==> config.mk <==
export PLATFORM = sky130hd
export DESIGN_NAME = mcu_bus_master
export DESIGN_NICKNAME = d
export VERILOG_FILES = /design/src/rtl/mcu_bus_master_pkg.sv /design/src/rtl/mcu_bus_master_timer.sv /design/src/rtl/mcu_bus_master.sv
export SDC_FILE = /design/constraint.sdc
export NUM_CORES = 1
export LEC_CHECK = 0
export CORE_ASPECT_RATIO = 1.1
export CORE_MARGIN = 3
export CORE_UTILIZATION = 43
export DETAILED_ROUTE_END_ITERATION = 8
export GPL_TIMING_DRIVEN = 1
export PLACE_DENSITY = 0.81
export SETUP_SLACK_MARGIN = 0.15
export SLEW_MARGIN = 15
export SYNTH_ARGS = -nofsm -noshare
export SYNTH_HDL_FRONTEND = slang
export SYNTH_HIERARCHICAL = 1
export SYNTH_SLANG_ARGS = --single-unit
==> constraint.sdc <==
create_clock -name clk -period 1.6 [get_ports clk]
set_clock_uncertainty 0.05 [all_clocks]
set_input_delay 0.4 -clock clk [delete_from_list [all_inputs] [get_ports clk]]
set_output_delay 0.4 -clock clk [all_outputs]
set_load 0.1 [all_outputs]
==> src/rtl/mcu_bus_master_pkg.sv <==
// Shared MCU bus master definitions: state encodings,
// PET bus widths, SRAM strobe polarity and a width helper.
package mcu_bus_master_pkg;

  localparam int PET_ADDR_WIDTH = 17;
  localparam int PET_DATA_WIDTH = 8;

  localparam logic STB_ACTIVE = 1'b0;
  localparam logic STB_IDLE   = 1'b1;

  typedef enum logic [2:0] {
    ST_IDLE,
    ST_WAIT_SLOT,
    ST_SETUP,
    ST_ACCESS,
    ST_HOLD
  } bus_state_e;

  function automatic int max2(input int a, input int b);
    return (a > b) ? a : b;
  endfunction

endpackage

==> src/rtl/mcu_bus_master_timer.sv <==
// bus_phase_timer: loadable down-counter, tc_o high at zero.
// Ports: clk, reset_n, load_i, load_val_i -> tc_o.
module bus_phase_timer #(
  parameter int W = 2
) (
  input  logic         clk,
  input  logic         reset_n,
  input  logic         load_i,
  input  logic [W-1:0] load_val_i,
  output logic         tc_o
);

  logic [W-1:0] cnt_q;

  always_ff @(posedge clk) begin
    if (!reset_n) begin
      cnt_q <= '0;
    end else if (load_i) begin
      cnt_q <= load_val_i;
    end else if (cnt_q != '0) begin
      cnt_q <= cnt_q - 1'b1;
    end
  end

  assign tc_o = (cnt_q == '0);

endmodule

==> src/rtl/mcu_bus_master.sv <==
// MCU bus master: latches a strobed command, waits for a slot,
// runs one timed SRAM access; SRAM pins, busy/rd/complete/overrun out.
module mcu_bus_master
  import mcu_bus_master_pkg::*;
#(
  parameter int ADDR_WIDTH    = PET_ADDR_WIDTH,
  parameter int DATA_WIDTH    = PET_DATA_WIDTH,
  parameter int SETUP_CYCLES  = 1,
  parameter int ACCESS_CYCLES = 2
) (
  input  logic                  clk,
  input  logic                  reset_n,
  input  logic                  strobe,
  input  logic [ADDR_WIDTH-1:0] cmd_addr,
  input  logic [DATA_WIDTH-1:0] cmd_data,
  input  logic                  cmd_we,
  input  logic                  slot_grant,
  input  logic [DATA_WIDTH-1:0] ram_data_in,
  input  logic                  clr_overrun,
  output logic [ADDR_WIDTH-1:0] ram_addr,
  output logic [DATA_WIDTH-1:0] ram_data_out,
  output logic                  ram_data_oe,
  output logic                  ram_oe_n,
  output logic                  ram_we_n,
  output logic                  busy,
  output logic [DATA_WIDTH-1:0] rd_data,
  output logic                  rd_valid,
  output logic                  complete,
  output logic                  overrun
);

  localparam int CW =
    $clog2(max2(SETUP_CYCLES, ACCESS_CYCLES)) + 1;
  localparam logic [CW-1:0] SETUP_LD =
    CW'(SETUP_CYCLES - 1);
  localparam logic [CW-1:0] ACCESS_LD =
    CW'(ACCESS_CYCLES - 1);

  bus_state_e            state_q;
  logic [ADDR_WIDTH-1:0] addr_q;
  logic [DATA_WIDTH-1:0] data_q;
  logic                  we_q;
  logic [DATA_WIDTH-1:0] cap_q;
  logic [ADDR_WIDTH-1:0] ram_addr_q;
  logic [DATA_WIDTH-1:0] ram_data_out_q;
  logic                  ram_data_oe_q;
  logic                  ram_oe_n_q;
  logic                  ram_we_n_q;
  logic                  busy_q;
  logic [DATA_WIDTH-1:0] rd_data_q;
  logic                  rd_valid_q;
  logic                  complete_q;
  logic                  overrun_q;

  logic          tmr_load;
  logic [CW-1:0] tmr_val;
  logic          tmr_tc;

  // Timer is loaded on entry to SETUP and ACCESS.
  assign tmr_load =
    (state_q == ST_WAIT_SLOT && slot_grant) ||
    (state_q == ST_SETUP && tmr_tc);
  assign tmr_val =
    (state_q == ST_WAIT_SLOT) ? SETUP_LD : ACCESS_LD;

  bus_phase_timer #(
    .W(CW)
  ) u_timer (
    .clk       (clk),
    .reset_n   (reset_n),
    .load_i    (tmr_load),
    .load_val_i(tmr_val),
    .tc_o      (tmr_tc)
  );

  // Outputs are registered together with the state they belong to.
  always_ff @(posedge clk) begin
    if (!reset_n) begin
      state_q        <= ST_IDLE;
      addr_q         <= '0;
      data_q         <= '0;
      we_q           <= 1'b0;
      cap_q          <= '0;
      ram_addr_q     <= '0;
      ram_data_out_q <= '0;
      ram_data_oe_q  <= 1'b0;
      ram_oe_n_q     <= STB_IDLE;
      ram_we_n_q     <= STB_IDLE;
      busy_q         <= 1'b0;
      rd_data_q      <= '0;
      rd_valid_q     <= 1'b0;
      complete_q     <= 1'b0;
      overrun_q      <= 1'b0;
    end else begin
      rd_valid_q <= 1'b0;
      complete_q <= 1'b0;
      if (strobe && state_q != ST_IDLE) begin
        overrun_q <= 1'b1;
      end else if (clr_overrun) begin
        overrun_q <= 1'b0;
      end
      unique case (state_q)
        ST_IDLE: begin
          if (strobe) begin
            addr_q  <= cmd_addr;
            data_q  <= cmd_data;
            we_q    <= cmd_we;
            busy_q  <= 1'b1;
            state_q <= ST_WAIT_SLOT;
          end
        end
        ST_WAIT_SLOT: begin
          if (slot_grant) begin
            ram_addr_q <= addr_q;
            if (we_q) begin
              ram_data_out_q <= data_q;
              ram_data_oe_q  <= 1'b1;
            end
            state_q <= ST_SETUP;
          end
        end
        ST_SETUP: begin
          if (tmr_tc) begin
            ram_oe_n_q <= we_q ? STB_IDLE : STB_ACTIVE;
            ram_we_n_q <= we_q ? STB_ACTIVE : STB_IDLE;
            state_q    <= ST_ACCESS;
          end
        end
        ST_ACCESS: begin
          if (tmr_tc) begin
            ram_oe_n_q <= STB_IDLE;
            ram_we_n_q <= STB_IDLE;
            if (!we_q) begin
              cap_q <= ram_data_in;
            end
            state_q <= ST_HOLD;
          end
        end
        ST_HOLD: begin
          ram_data_oe_q <= 1'b0;
          busy_q        <= 1'b0;
          complete_q    <= 1'b1;
          if (!we_q) begin
            rd_data_q  <= cap_q;
            rd_valid_q <= 1'b1;
          end
          state_q <= ST_IDLE;
        end
        default: state_q <= ST_IDLE;
      endcase
    end
  end

  assign ram_addr     = ram_addr_q;
  assign ram_data_out = ram_data_out_q;
  assign ram_data_oe  = ram_data_oe_q;
  assign ram_oe_n     = ram_oe_n_q;
  assign ram_we_n     = ram_we_n_q;
  assign busy         = busy_q;
  assign rd_data      = rd_data_q;
  assign rd_valid     = rd_valid_q;
  assign complete     = complete_q;
  assign overrun      = overrun_q;

endmodule

==> results of run 1 <==
[cells by family (layout without fill, tap and decap cells)]
kind of cell             Yosys count  count (layout)  share of synthesized area (%)
flip-flops                        79              79                           52.9
other                              1               1                          0.125
AO/OA/AOI/OAI                     63              63                           12.1
multiplexers                      16              16                           5.36
buffers and inverters             31             128                           4.85
AND/OR/NAND/NOR                  150             150                           23.6
adder cells (fa/ha/maj)            1               1                          0.418
XOR/XNOR                           2               2                          0.586
[cell type report]
cell class	count	area (um^2)	share of cell area [%]
Sequential cell	79	1590	32.9
Tap cell	82	103	2.13
Clock inverter	5	105	2.18
Clock buffer	11	141	2.93
Multi-Input combinational cell	233	1340	27.7
Timing Repair Buffer	108	1540	31.8
Inverter	4	15.0	0.311
[metrics by stage]
stage	power, mW	util [%]	worst slack [ns]	cell area [um^2]	setup TNS (ns)
after floorplan	2.76	-	0.156	3030	0
after global placement	3.05	64.9	-0.182	4330	-4.60
after detailed placement	3.09	64.9	-0.257	4330	-7.31
after CTS	4.87	69.1	0.122	4610	0
after global routing	5.29	72.3	0.0765	4820	0
final	5.09	72.3	0.144	4820	0
[layout by cell type, fill, tap and decap left out, types with 2 or more instances in the layout]
cell             Yosys  layout
nand2_1             90      89
dfxtp_1             79      76
buf_12               0      45
clkdlybuf4s50_1      0      36
nand3_1             38      35
o21ai_1              5      21
a21oi_1             21      21
mux2i_1             16      16
buf_4                2      16
clkbuf_8             0      10
o21ai_2              8       9
o21ai_0             25       8
nor2_1               5       5
buf_6                1       4
inv_1                4       3
nor2b_1              3       3
bufinv_16            0       3
buf_8                0       3
nor4b_4              1       2
xor2_1               2       2
nand2b_1             2       2
nand3_2              0       2
nor3b_1              2       2
clkinvlp_4           0       2
clkbuf_16            0       2
dfxtp_2              0       2
[worst reg2reg max path, stage by stage, from the launching register on]
cell	delay, ns
dfxtp_4	0.38
buf_8	0.13
nor4b_4	0.30
buf_6	0.19
clkbuf_16	0.16
nand3_1	0.08
o21ai_1	0.09
[power by group through the flow]
stage	clock network (mW)	registers [mW]	logic [mW]
6_report	1.78	2.16	1.15
5_1_grt	1.89	2.17	1.23
4_1_cts	1.80	2.15	0.910
3_5_place_dp	0	2.20	0.893
3_3_place_gp	0	2.19	0.864
2_1_floorplan	0	2.33	0.432
[layer usage]
| layer | GRT usage (%) | vias to the layer above | share of wire [%] |
|---|---|---|---|
| met2 | 31.7 | 75 | 52 |
| met5 | 0 | - | 0 |
| li1 | - | 1340 | - |
| met3 | 5.20 | 19 | 4.5 |
| met4 | 4.62 | 0 | 1.9 |
| met1 | 22.1 | 1285 | 41 |
[worst max-delay path by stage]
stage                          start               to  slack [ns]  cells after the start
floorplan                 state_q[1]       rd_data[6]        0.16                      5
global placement          slot_grant  ram_data_out[5]       -0.18                      5
finish                    state_q[0]       addr_q[15]        0.14                      6
detailed placement        slot_grant  ram_data_out[3]       -0.26                      5
global route              state_q[0]        addr_q[7]        0.08                      6
CTS                 u_timer/cnt_q[0]         cap_q[2]        0.12                      6
[Yosys cell counts, drive strengths merged, types with 2 or more instances]
cell type	n	area, um^2
a21oi	21	105
buf	16	88.8
clkbuf	11	41.3
dfxtp	79	1580
inv	4	15.0
mux2i	16	160
nand2	90	338
nand2b	3	26.3
nand3	38	190
nor2	5	18.8
nor2b	3	18.8
nor3	2	21.3
nor3b	2	15.0
nor4b	2	32.5
o21ai	38	220
o31ai	2	20.0
xor2	2	17.5
[sequential cells by signal (all words and copies together), names as in the netlist, 2 cells and up]
signal,cells
cap_q,8
u_timer/cnt_q,2
state_q,3
ram_addr,17
ram_data_out,8
rd_data,8
data_q,8
addr_q,17
[what timing repair did]
| item | CTS | global route |
|---|---|---|
| gates resized for setup | 7 | 42 |
| setup buffers | 1 | 8 |
| pin swaps | 1 | 4 |
| setup endpoints to repair | 14 | 58 |
| gates cloned | 1 | 4 |
==> impl_results.md, run 1 <==
- Status: finished, final reports clean
- Hold Path End: busy
- CTS tree: done
- WP buf/inv: 3
- Reg2reg setup slack: 0.14 ns
- PwrDens: 1060 nW/um^2
- Fmax: 687 MHz
- Port buffer count: 78
- Core Box Area: 6670 um^2
- DRT antenna net count: 0
- 1st-pass router iterations: 4
- Syn. warnings: 6
- Worst Setup End Kind: flip-flop
- Max Slew Vio Count: 0
- Post-Layout Cell Count: 522
- Routed length per instance: 15.2 um
- First-pass GRT wire length: 11500 um
- Seq/Total Area, Yosys: 52.9%
- Switching power: 1.37 mW
- Seq pwr share: 42.5%
- CTS sink cnt: 79
- Internal: 3.71 mW
- Clock root cell: clkbuf_8
- Comb power frac: 22.6%
- Worst reg2reg path startpoint: state_q[0]
- H-tree depth: 3
- DR vias/cell: 5.21
- Startpoint types: flip-flop
- Peak VDD IR: 0.000641 V
- Number of hold-repair buffers added at the cts stage: 0
- Clock share of power: 34.9%
- Hold crit path type: in2reg
- Die area: 7990 um^2
- CP max-delay cell: dfxtp_4
- Switching part of the total: 27.0%
- Number of remaining DRC errors: 0
- Reg2reg end: addr_q[15]
- Synthesized Nets: 383
- Synth Register Bits: 79
- Max Fanout on Critical Path: 7
- Setup violators final: 0
- Final wirelength: 7930 um
- Synth cell types: 35
- Max-cap violations: 0
- Critical Path AT: 1.68 ns
- Main flop type after synthesis: dfxtp_1
- Number of nets in the layout: 475
- Die Wd: 85.5 um
- Avg Cell Area, Syn: 8.72 um^2
- Final period utilization: 91.0%
- IO Pins: 79
- Final hold slack: 0.322 ns
- Antenna violations before repair: 0
- Worst skew pair latency: 0.34 ns
- WP data required: 1.82 ns
- Overflow after GRT: 0
- Worst-path clk slew: 0.08 ns
- Layout cells sized above 1: 25.0%
- Post-detail-place hpwl: 4890 um
- Starting Density: 44.8%
- GP Congestion: 0.772
- Die Y: 93.5 um
- Total Routing Usage GR: 18.2%
- Final antenna diode count: 0
- CTS Buffer Depth: 2
- Cell chain of the critical path: buf_8 -> nor4b_4 -> buf_6 -> clkbuf_16 -> nand3_1 -> o21ai_1
- Site Rows: 31
- CP delay by family, top: buffers and inverters
- Hold Crit Depth: 3
- Hold_sp: reset_n
- RSZ-0062 raised after global routing: yes
- Placed cell count: 492
- Synthesized instance count: 343
- WS Path Type: reg2reg
- Mapped Area: 2990 um^2
- Largest net degree at the start of global routing: 68
- Cells on worst reg2reg path: 6
- Minimum clock period: 1.46 ns
- Post-synth EDFFs: 0
- Leakage: 1.78 nW
- Final Hold Fails: 0
- Initial DRC Count: 154
- FILL cells: 451
- CP peak stage delay: 0.38 ns
- Vias: 2719
- Area growth, synth to finish: 61.3%
- CTS Buf Count: 9
- Async SR Flop Fraction: 0%
- Vias in the first global route: 2500
(Power assumes the default switching activity.)
==> run 2: changes to the inputs <==
--- a/config.mk
+++ b/config.mk
@@ -5,9 +5,11 @@
 export SDC_FILE = /design/constraint.sdc
 export NUM_CORES = 1
 export LEC_CHECK = 0
+export ABC_AREA = 1
 export CORE_ASPECT_RATIO = 1.1
 export CORE_MARGIN = 3
 export CORE_UTILIZATION = 43
+export CTS_CLUSTER_DIAMETER = 200
 export DETAILED_ROUTE_END_ITERATION = 8
 export GPL_TIMING_DRIVEN = 1
 export PLACE_DENSITY = 0.81
==> run 2 against run 1 <==
Clock power shrank 15%. Critical path type is now reg2out. Design area shrank 8.7%. Register-to-register slack gained 0.08 ns.
==> impl_results.md, run 2 <==
- Status: finished, final reports clean (unchanged)
- Routed length per instance: 13.6 um (was 15.2 um)
- Largest family of logic cells by synthesized area: compound AO/OA/AOI/OAI gates (was simple AND/OR/NAND/NOR gates)
- Critical Path AT: 0.94 ns (was 1.68 ns)
- Antenna violations before repair: 0 (unchanged)
- XOR/XNOR Fraction of Synth Area: 0% (was 0.586%)
- CTS tree: done (unchanged)
- DR vias/cell: 4.98 (was 5.21)
- Post-detail-place hpwl: 5080 um (was 4890 um)
- Synthesized instance count: 348 (was 343)
- Site Rows: 30 (was 31)
- Synth area leaders: dfxtp_1, a21oi_1, o21ai_0, nor2_1, inv_1 (was dfxtp_1, nand2_1, nand3_1, mux2i_1, o21ai_0)
- Startpoint types: flip-flop (unchanged)
- Vias in the first global route: 2556 (was 2500)
- Final hold slack: 0.299 ns (was 0.322 ns)
- Number of hold-repair buffers added at the cts stage: 0 (unchanged)
- Core Box Area: 6340 um^2 (was 6670 um^2)
- Post-synth EDFFs: 0 (unchanged)
- Peak VDD IR: 0.00117 V (was 0.000641 V)
- Power after layout: 6.51 mW (was 5.09 mW)
- Cell chain of the critical path: buf_12 (was buf_8 -> nor4b_4 -> buf_6 -> clkbuf_16 -> nand3_1 -> o21ai_1)
- IO Pins: 79 (unchanged)
- Synth Area in Adders: 0.430% (was 0.418%)
- Hold_sp: reset_n (unchanged)
- Fin area: 4400 um^2 (was 4820 um^2)
- Overflow after GRT: 0 (unchanged)
- Fmax: 722 MHz (was 687 MHz)
- Seq/Total Area, Yosys: 54.4% (was 52.9%)
- FILL cells: 480 (was 451)
- Register area: 1580 um^2 (was 1590 um^2)
- Starting Density: 45.8% (was 44.8%)
- CP peak stage delay: 0.40 ns (was 0.38 ns)
- WP data required: 1.15 ns (was 1.82 ns)
- CTS Buf Count: 9 (unchanged)
- Worst reg2reg path startpoint: u_timer/cnt_q[0] (was state_q[0])
- Die Y: 92.2 um (was 93.5 um)
- Worst Setup End Kind: output pin (was flip-flop)
- Final period utilization: 86.6% (was 91.0%)
- Final antenna diode count: 0 (unchanged)
- Yosys top cell by area: dfxtp_1 (unchanged)
- Yosys top cell area share: 54.4% (was 52.9%)
- Max Slew Vio Count: 0 (unchanged)
- RSZ-0062 raised after global routing: no (was yes)
- Fin worst setup slack: 0.214 ns (was 0.144 ns)
- Synthesized Nets: 388 (was 383)
- Leakage: 1.77 nW (was 1.78 nW)
- GP Congestion: 0.761 (was 0.772)
- PwrDens: 1480 nW/um^2 (was 1060 nW/um^2)
- Worst slack, placed: -0.0968 ns (was -0.257 ns)
- Max-cap violations: 0 (unchanged)
- Synth cell types: 27 (was 35)
- Worst skew pair latency: 0.34 ns (about the same)
- First-pass GRT wire length: 11700 um (was 11500 um)
- 1st-pass router iterations: 4 (unchanged)
- Most common cell in the netlist: dfxtp_1 (was nand2_1)
- Mapped Area: 2910 um^2 (was 2990 um^2)
- CTS Buffer Depth: 2 (unchanged)
- Reg2reg setup slack: 0.22 ns (was 0.14 ns)
- Simple-gate portion of the synthesized area: 14.3% (was 23.6%)
- Reg2reg end: u_timer/cnt_q[0] (was addr_q[15])
- Hold Crit Depth: 3 (unchanged)
- Post-synthesis mux area share: 0% (was 5.36%)
- Max Fanout on Critical Path: 2 (was 7)
- Largest net degree at the start of global routing: 54 (was 68)
- Number of remaining DRC errors: 0 (unchanged)
- Synth Register Bits: 79 (unchanged)
- Cells on worst reg2reg path: 7 (was 6)
- Clock root cell: clkbuf_8 (unchanged)
- Synth top cells by count: dfxtp_1, a21oi_1, o21ai_0 (was nand2_1, dfxtp_1, nand3_1)
- WP buf/inv: 1 (was 3)
- Vias: 2555 (was 2719)
- Setup bufs post-CTS: 0 (was 1)
- Main flop type after synthesis: dfxtp_1 (unchanged)
- Multi-input logic area: 1070 um^2 (was 1340 um^2)
- Most frequent cells in the layout: dfxtp_1, a21oi_1, buf_12, o21ai_0, nor2_1 (was nand2_1, dfxtp_1, buf_12, clkdlybuf4s50_1, nand3_1)
- Final Hold Fails: 0 (unchanged)
- Worst-path clk slew: 0.07 ns (was 0.08 ns)
- Hold Path End: state_q[0] (was busy)
- Area growth, synth to finish: 51.5% (was 61.3%)
- Layout cells sized above 1: 19.2% (was 25.0%)
- Die Wd: 84.4 um (was 85.5 um)
- Number of nets in the layout: 468 (was 475)
- CP max-delay cell: dfxtp_1 (was dfxtp_4)
- Total Routing Usage GR: 18.7% (was 18.2%)
- Setup violators final: 0 (unchanged)
- CTS sink cnt: 79 (unchanged)
- Initial DRC Count: 94 (was 154)
- Die area: 7780 um^2 (was 7990 um^2)
- Most common cell after layout, fill and taps aside: dfxtp_1 (was nand2_1)
- Port buffer count: 78 (unchanged)
- CP delay by family, top: flip-flops (was buffers and inverters)
- WS Path Type: reg2out (was reg2reg)
- DRT antenna net count: 0 (unchanged)
- Hold crit path type: in2reg (unchanged)
- Final wirelength: 6990 um (was 7930 um)
- Syn. warnings: 6 (unchanged)
- Avg Cell Area, Syn: 8.35 um^2 (was 8.72 um^2)
- H-tree depth: 3 (unchanged)
- Synth Area in Compound Gates: 21.1% (was 12.1%)
- Async SR Flop Fraction: 0% (unchanged)
- Placed inst area: 4170 um^2 (was 4330 um^2)
- Minimum clock period: 1.39 ns (was 1.46 ns)
-- run 2: cell types whose count changed after synthesis, moves of 8 or more --
cell / change
mux2i_1: -16
nor2_1: +33
nand2_1: -66
inv_1: +33
o21ai_0: +18
o21ai_2: -8
a21oi_1: +38
nand3_1: -25
o21ai_1: +13
-- run 2: layout make-up --
type,count,area share (%)
Clock buffer,13,3.84
Multi-Input combinational cell,210,24.3
Inverter,41,3.66
Clock inverter,3,0.909
Sequential cell,79,36.0
Timing Repair Buffer,87,29.1
Tap cell,80,2.27
-- run 2: cells by family (layout without fill, tap and decap cells) --
group                      count (synthesis)  count (layout)
DFF                                       79              79
AOI/OAI and AO/OA                        122             122
adders and majority gates                  1               1
and+or+nand+nor                           85              86
buffers and inverters                     60             144
other                                      1               1
-- run 2: worst max-delay path by stage --
| stage | start | to | cells after the start |
|---|---|---|---|
| 5_1_grt | u_timer/cnt_q[0] | cap_q[5] | 5 |
| 2_1_floorplan | ram_addr[10] | ram_addr[10] | 0 |
| 3_5_place_dp | slot_grant | ram_data_out[2] | 6 |
| 6_report | ram_addr[15] | ram_addr[15] | 1 |
| 4_1_cts | state_q[0] | rd_data[6] | 6 |
| 3_3_place_gp | strobe | addr_q[0] | 5 |
-- run 2: per-layer routing --
| layer | global-route usage [%] | routed length (um) |
|---|---|---|
| met1 | 21.4 | 2940 |
| met2 | 32.4 | 3510 |
| met3 | 2.96 | 267 |
| met4 | 11.6 | 268 |
| met5 | 0 | 0 |
-- run 2: worst register-to-register path, cell delays in order, from the launching register on --
cell     delay, ns
dfxtp_1       0.31
inv_1         0.08
ha_2          0.28
nand3_1       0.13
nand2_1       0.10
inv_1         0.07
o21ai_0       0.18
a21oi_1       0.07
-- run 2: timing repair --
| action | in CTS | in global routing |
|---|---|---|
| gates resized for setup | 2 | 5 |
| setup endpoints to repair | 9 | 17 |
| gates cloned | 1 | 0 |
| pin swaps | 1 | 1 |
-- run 2: power by group --
group / leakage (nW) / switching [mW] / total, mW / internal (mW)
Clock: 0.109 / 0.664 / 1.51 / 0.845
Sequential: 0.647 / 0.255 / 2.54 / 2.29
Combinational: 1.01 / 1.57 / 2.45 / 0.889
Total: 1.77 / 2.48 / 6.51 / 4.02
-- run 2: stage by stage --
step                      utilization [%]  instances  setup TNS [ns]
after floorplan                         -        348               0
after global placement               65.8        496          -0.551
after detailed placement             65.8        496           -2.03
after CTS                            69.2        513               0
after global routing                 69.4        513               0
final                                69.4        513               0
==> run 3: changes to the inputs <==
--- a/config.mk
+++ b/config.mk
@@ -6,6 +6,7 @@
 export NUM_CORES = 1
 export LEC_CHECK = 0
 export ABC_AREA = 1
+export CAP_MARGIN = 20
 export CORE_ASPECT_RATIO = 1.1
 export CORE_MARGIN = 3
 export CORE_UTILIZATION = 43
==> constraint.sdc (replaced) <==
create_clock -name clk -period 1.2 [get_ports clk]
set_clock_uncertainty 0.05 [all_clocks]
set_input_delay 0.3 -clock clk [delete_from_list [all_inputs] [get_ports clk]]
set_output_delay 0.3 -clock clk [all_outputs]
set_load 0.1 [all_outputs]
==> run 3 against run 2 <==
The flow now finishes with violations (negative setup slack). Combinational power grew 93%. Global-route usage grew 3.2 points. Register-to-register slack lost 0.38 ns. Largest cell class is now buffers. Largest power group is now combinational logic.
==> impl_results.md, run 3 (synthesis gave the netlist of run 2 again) <==
- Worst-path clk slew: 0.09 ns (was 0.07 ns)
- Max-cap violations: 0 (unchanged)
- Fmax: 734 MHz
- Switching part of the total: 41.4% (was 38.2%)
- Final wirelength: 10600 um (was 6990 um)
- Status: complete, but fails checks (was finished, final reports clean)
- Die Y: 92.2 um (unchanged)
- Comb power frac: 46.4% (was 37.7%)
- Die area: 7780 um^2 (unchanged)
- Startpoint types: flip-flop (unchanged)
- Starting Density: 45.8% (unchanged)
- DRT antenna net count: 0 (unchanged)
- Antenna violations before repair: 0 (unchanged)
- WP buf/inv: 3 (was 1)
- Total Routing Usage GR: 21.9% (was 18.7%)
- CTS Buf Count: 9 (unchanged)
- Leakage: 2.10 nW (was 1.77 nW)
- Worst skew pair latency: 0.36 ns (was 0.34 ns)
- Port buffer count: 78 (unchanged)
- WP data required: 1.44 ns (was 1.15 ns)
- Cell chain of the critical path: inv_2 -> ha_4 -> buf_1 -> inv_1 -> nand2_1 -> nand2_1 -> a21oi_1 (was buf_12)
- GP Congestion: 0.821 (was 0.761)
- Vias in the first global route: 2852 (was 2556)
- Worst Setup End Kind: flip-flop (was output pin)
- Post-detail-place hpwl: 5170 um (was 5080 um)
- IO Pins: 79 (unchanged)
- H-tree depth: 3 (unchanged)
- Vias: 3068 (was 2555)
- RSZ-0062 raised after global routing: yes (was no)
- Minimum clock period: 1.36 ns
- Switching power: 4.21 mW (was 2.48 mW)
- 1st-pass router iterations: 5 (was 4)
- Seq pwr share: 34.4% (was 39.1%)
- Hold crit path type: in2reg (unchanged)
- Die Wd: 84.4 um (unchanged)
- CP peak stage delay: 0.33 ns (was 0.40 ns)
- PwrDens: 1920 nW/um^2 (was 1480 nW/um^2)
- CTS tree: done (unchanged)
- FILL cells: 301 (was 480)
- Final period utilization: 114%
- Peak VDD IR: 0.00117 V (about the same)
- CTS Buffer Depth: 2 (unchanged)
- WS Path Type: reg2reg (was reg2out)
- Overflow after GRT: 0 (unchanged)
- Most common cell after layout, fill and taps aside: buf_12 (was dfxtp_1)
- Final Hold Fails: 0 (unchanged)
- Power after layout: 10.2 mW (was 6.51 mW)
- Largest net degree at the start of global routing: 54 (unchanged)
- Most frequent cells in the layout: buf_12, a21oi_1, clkdlybuf4s50_1, dfxtp_1, dfxtp_2 (was dfxtp_1, a21oi_1, buf_12, o21ai_0, nor2_1)
- Slew margin rel.: 60.0%
- Placed inst area: 4380 um^2 (was 4170 um^2)
- CTS sink cnt: 79 (unchanged)
- Final antenna diode count: 0 (unchanged)
- Violated checks: negative setup slack
- Routed length per instance: 19.4 um (was 13.6 um)
- Clock root cell: clkbuf_8 (unchanged)
- Max Fanout on Critical Path: 6 (was 2)
- CP most frequent cell: nand2_1
- Worst slack, placed: -0.407 ns (was -0.0968 ns)
- Clock share of power: 19.2% (was 23.2%)
- Max Slew Vio Count: 0 (unchanged)
- CP delay by family, top: buffers and inverters (was flip-flops)
- Site Rows: 30 (unchanged)
- Fin worst setup slack: -0.163 ns (was 0.214 ns)
- Number of remaining DRC errors: 0 (unchanged)
- Core Box Area: 6340 um^2 (unchanged)
- CP max-delay cell: dfxtp_1 (unchanged)
- Setup violators final: 111 (was 0)
- DR vias/cell: 5.59 (was 4.98)
- Initial DRC Count: 268 (was 94)
- Number of nets in the layout: 504 (was 468)
- First-pass GRT wire length: 13600 um (was 11700 um)
- Area growth, synth to finish: 82.7% (was 51.5%)
- Worst slew pin tran: 0.600 ns
- Layout cells sized above 1: 51.8% (was 19.2%)
- Critical Path AT: 1.60 ns (was 0.94 ns)
- Internal: 5.97 mW (was 4.02 mW)
- Fin area: 5310 um^2 (was 4400 um^2)
## run 3: cell types whose count changed in the layout (fill, tap and decap cells not counted), moves of 17 or more
| cell | previous run | this run |
|---|---|---|
| o21ai_2 | 0 | 30 |
| o21ai_0 | 42 | 1 |
| dfxtp_2 | 2 | 34 |
| dfxtp_1 | 77 | 35 |
| a21oi_2 | 0 | 23 |
| buf_4 | 6 | 23 |
| a21oi_1 | 59 | 36 |
## run 3: power by group through the flow
stage          logic, mW  registers [mW]  clock network (mW)
2_1_floorplan       1.31            4.46                   0
3_3_place_gp        3.41            3.48                   0
3_5_place_dp        3.53            3.49                   0
4_1_cts             3.95            3.46                1.94
5_1_grt             4.90            3.54                2.08
6_report            4.73            3.51                1.95
## run 3: stage by stage
stage | std cells | util (%) | hold slack, ns | TNS (ns)
after floorplan | 348 | - | 0.372 | 0
after global placement | 503 | 69.0 | 0.380 | -18.71
after detailed placement | 503 | 69.0 | 0.389 | -21.59
after CTS | 537 | 77.7 | 0.173 | -2.80
after global routing | 549 | 83.7 | 0.221 | -10.55
final | 549 | 83.7 | 0.205 | -6.95
## run 3: worst register-to-register path, stage by stage (launching register included)
cell	delay (ns)
dfxtp_1	0.33
inv_2	0.09
ha_4	0.20
buf_1	0.23
inv_1	0.12
nand2_1	0.08
nand2_1	0.06
a21oi_1	0.13
## run 3: final cells by class
class / instances / area [um^2] / share of cell area (%)
Timing Repair Buffer: 123 / 1750 / 32.9
Sequential cell: 79 / 1660 / 31.3
Multi-Input combinational cell: 210 / 1430 / 26.9
Inverter: 41 / 184 / 3.46
Clock buffer: 10 / 128 / 2.40
Tap cell: 80 / 100 / 1.88
Clock inverter: 6 / 60.1 / 1.13
## run 3: worst paths after layout
| kind | from | endpoint | slack [ns] | depth (start not counted) |
|---|---|---|---|---|
| setup reg to reg | u_timer/cnt_q[0] | u_timer/cnt_q[0] | -0.16 | 7 |
| hold / removal | reset_n | state_q[0] | 0.21 | 3 |
| hold reg to reg | addr_q[2] | ram_addr[2] | 0.41 | 2 |
| setup / recovery | u_timer/cnt_q[0] | u_timer/cnt_q[0] | -0.16 | 7 |
## run 3: per-layer routing
layer  routed length, um  global-route usage, %  vias to the layer above
li1                    -                      -                     1382
met1                3920                   25.5                     1463
met2                5580                   37.4                      166
met3                 636                   5.66                       57
met4                 500                   10.4                        0
met5                   0                      0                        -
## run 3: timing repair
| item | in CTS | in global routing |
|---|---|---|
| resized for setup | 73 | 61 |
| cloned | 4 | 5 |
| buffers inserted | 15 | 7 |
| pin swaps | 20 | 13 |
| endpoints found under the setup margin | 119 | 118 |
| hold buffers | 0 | 0 |
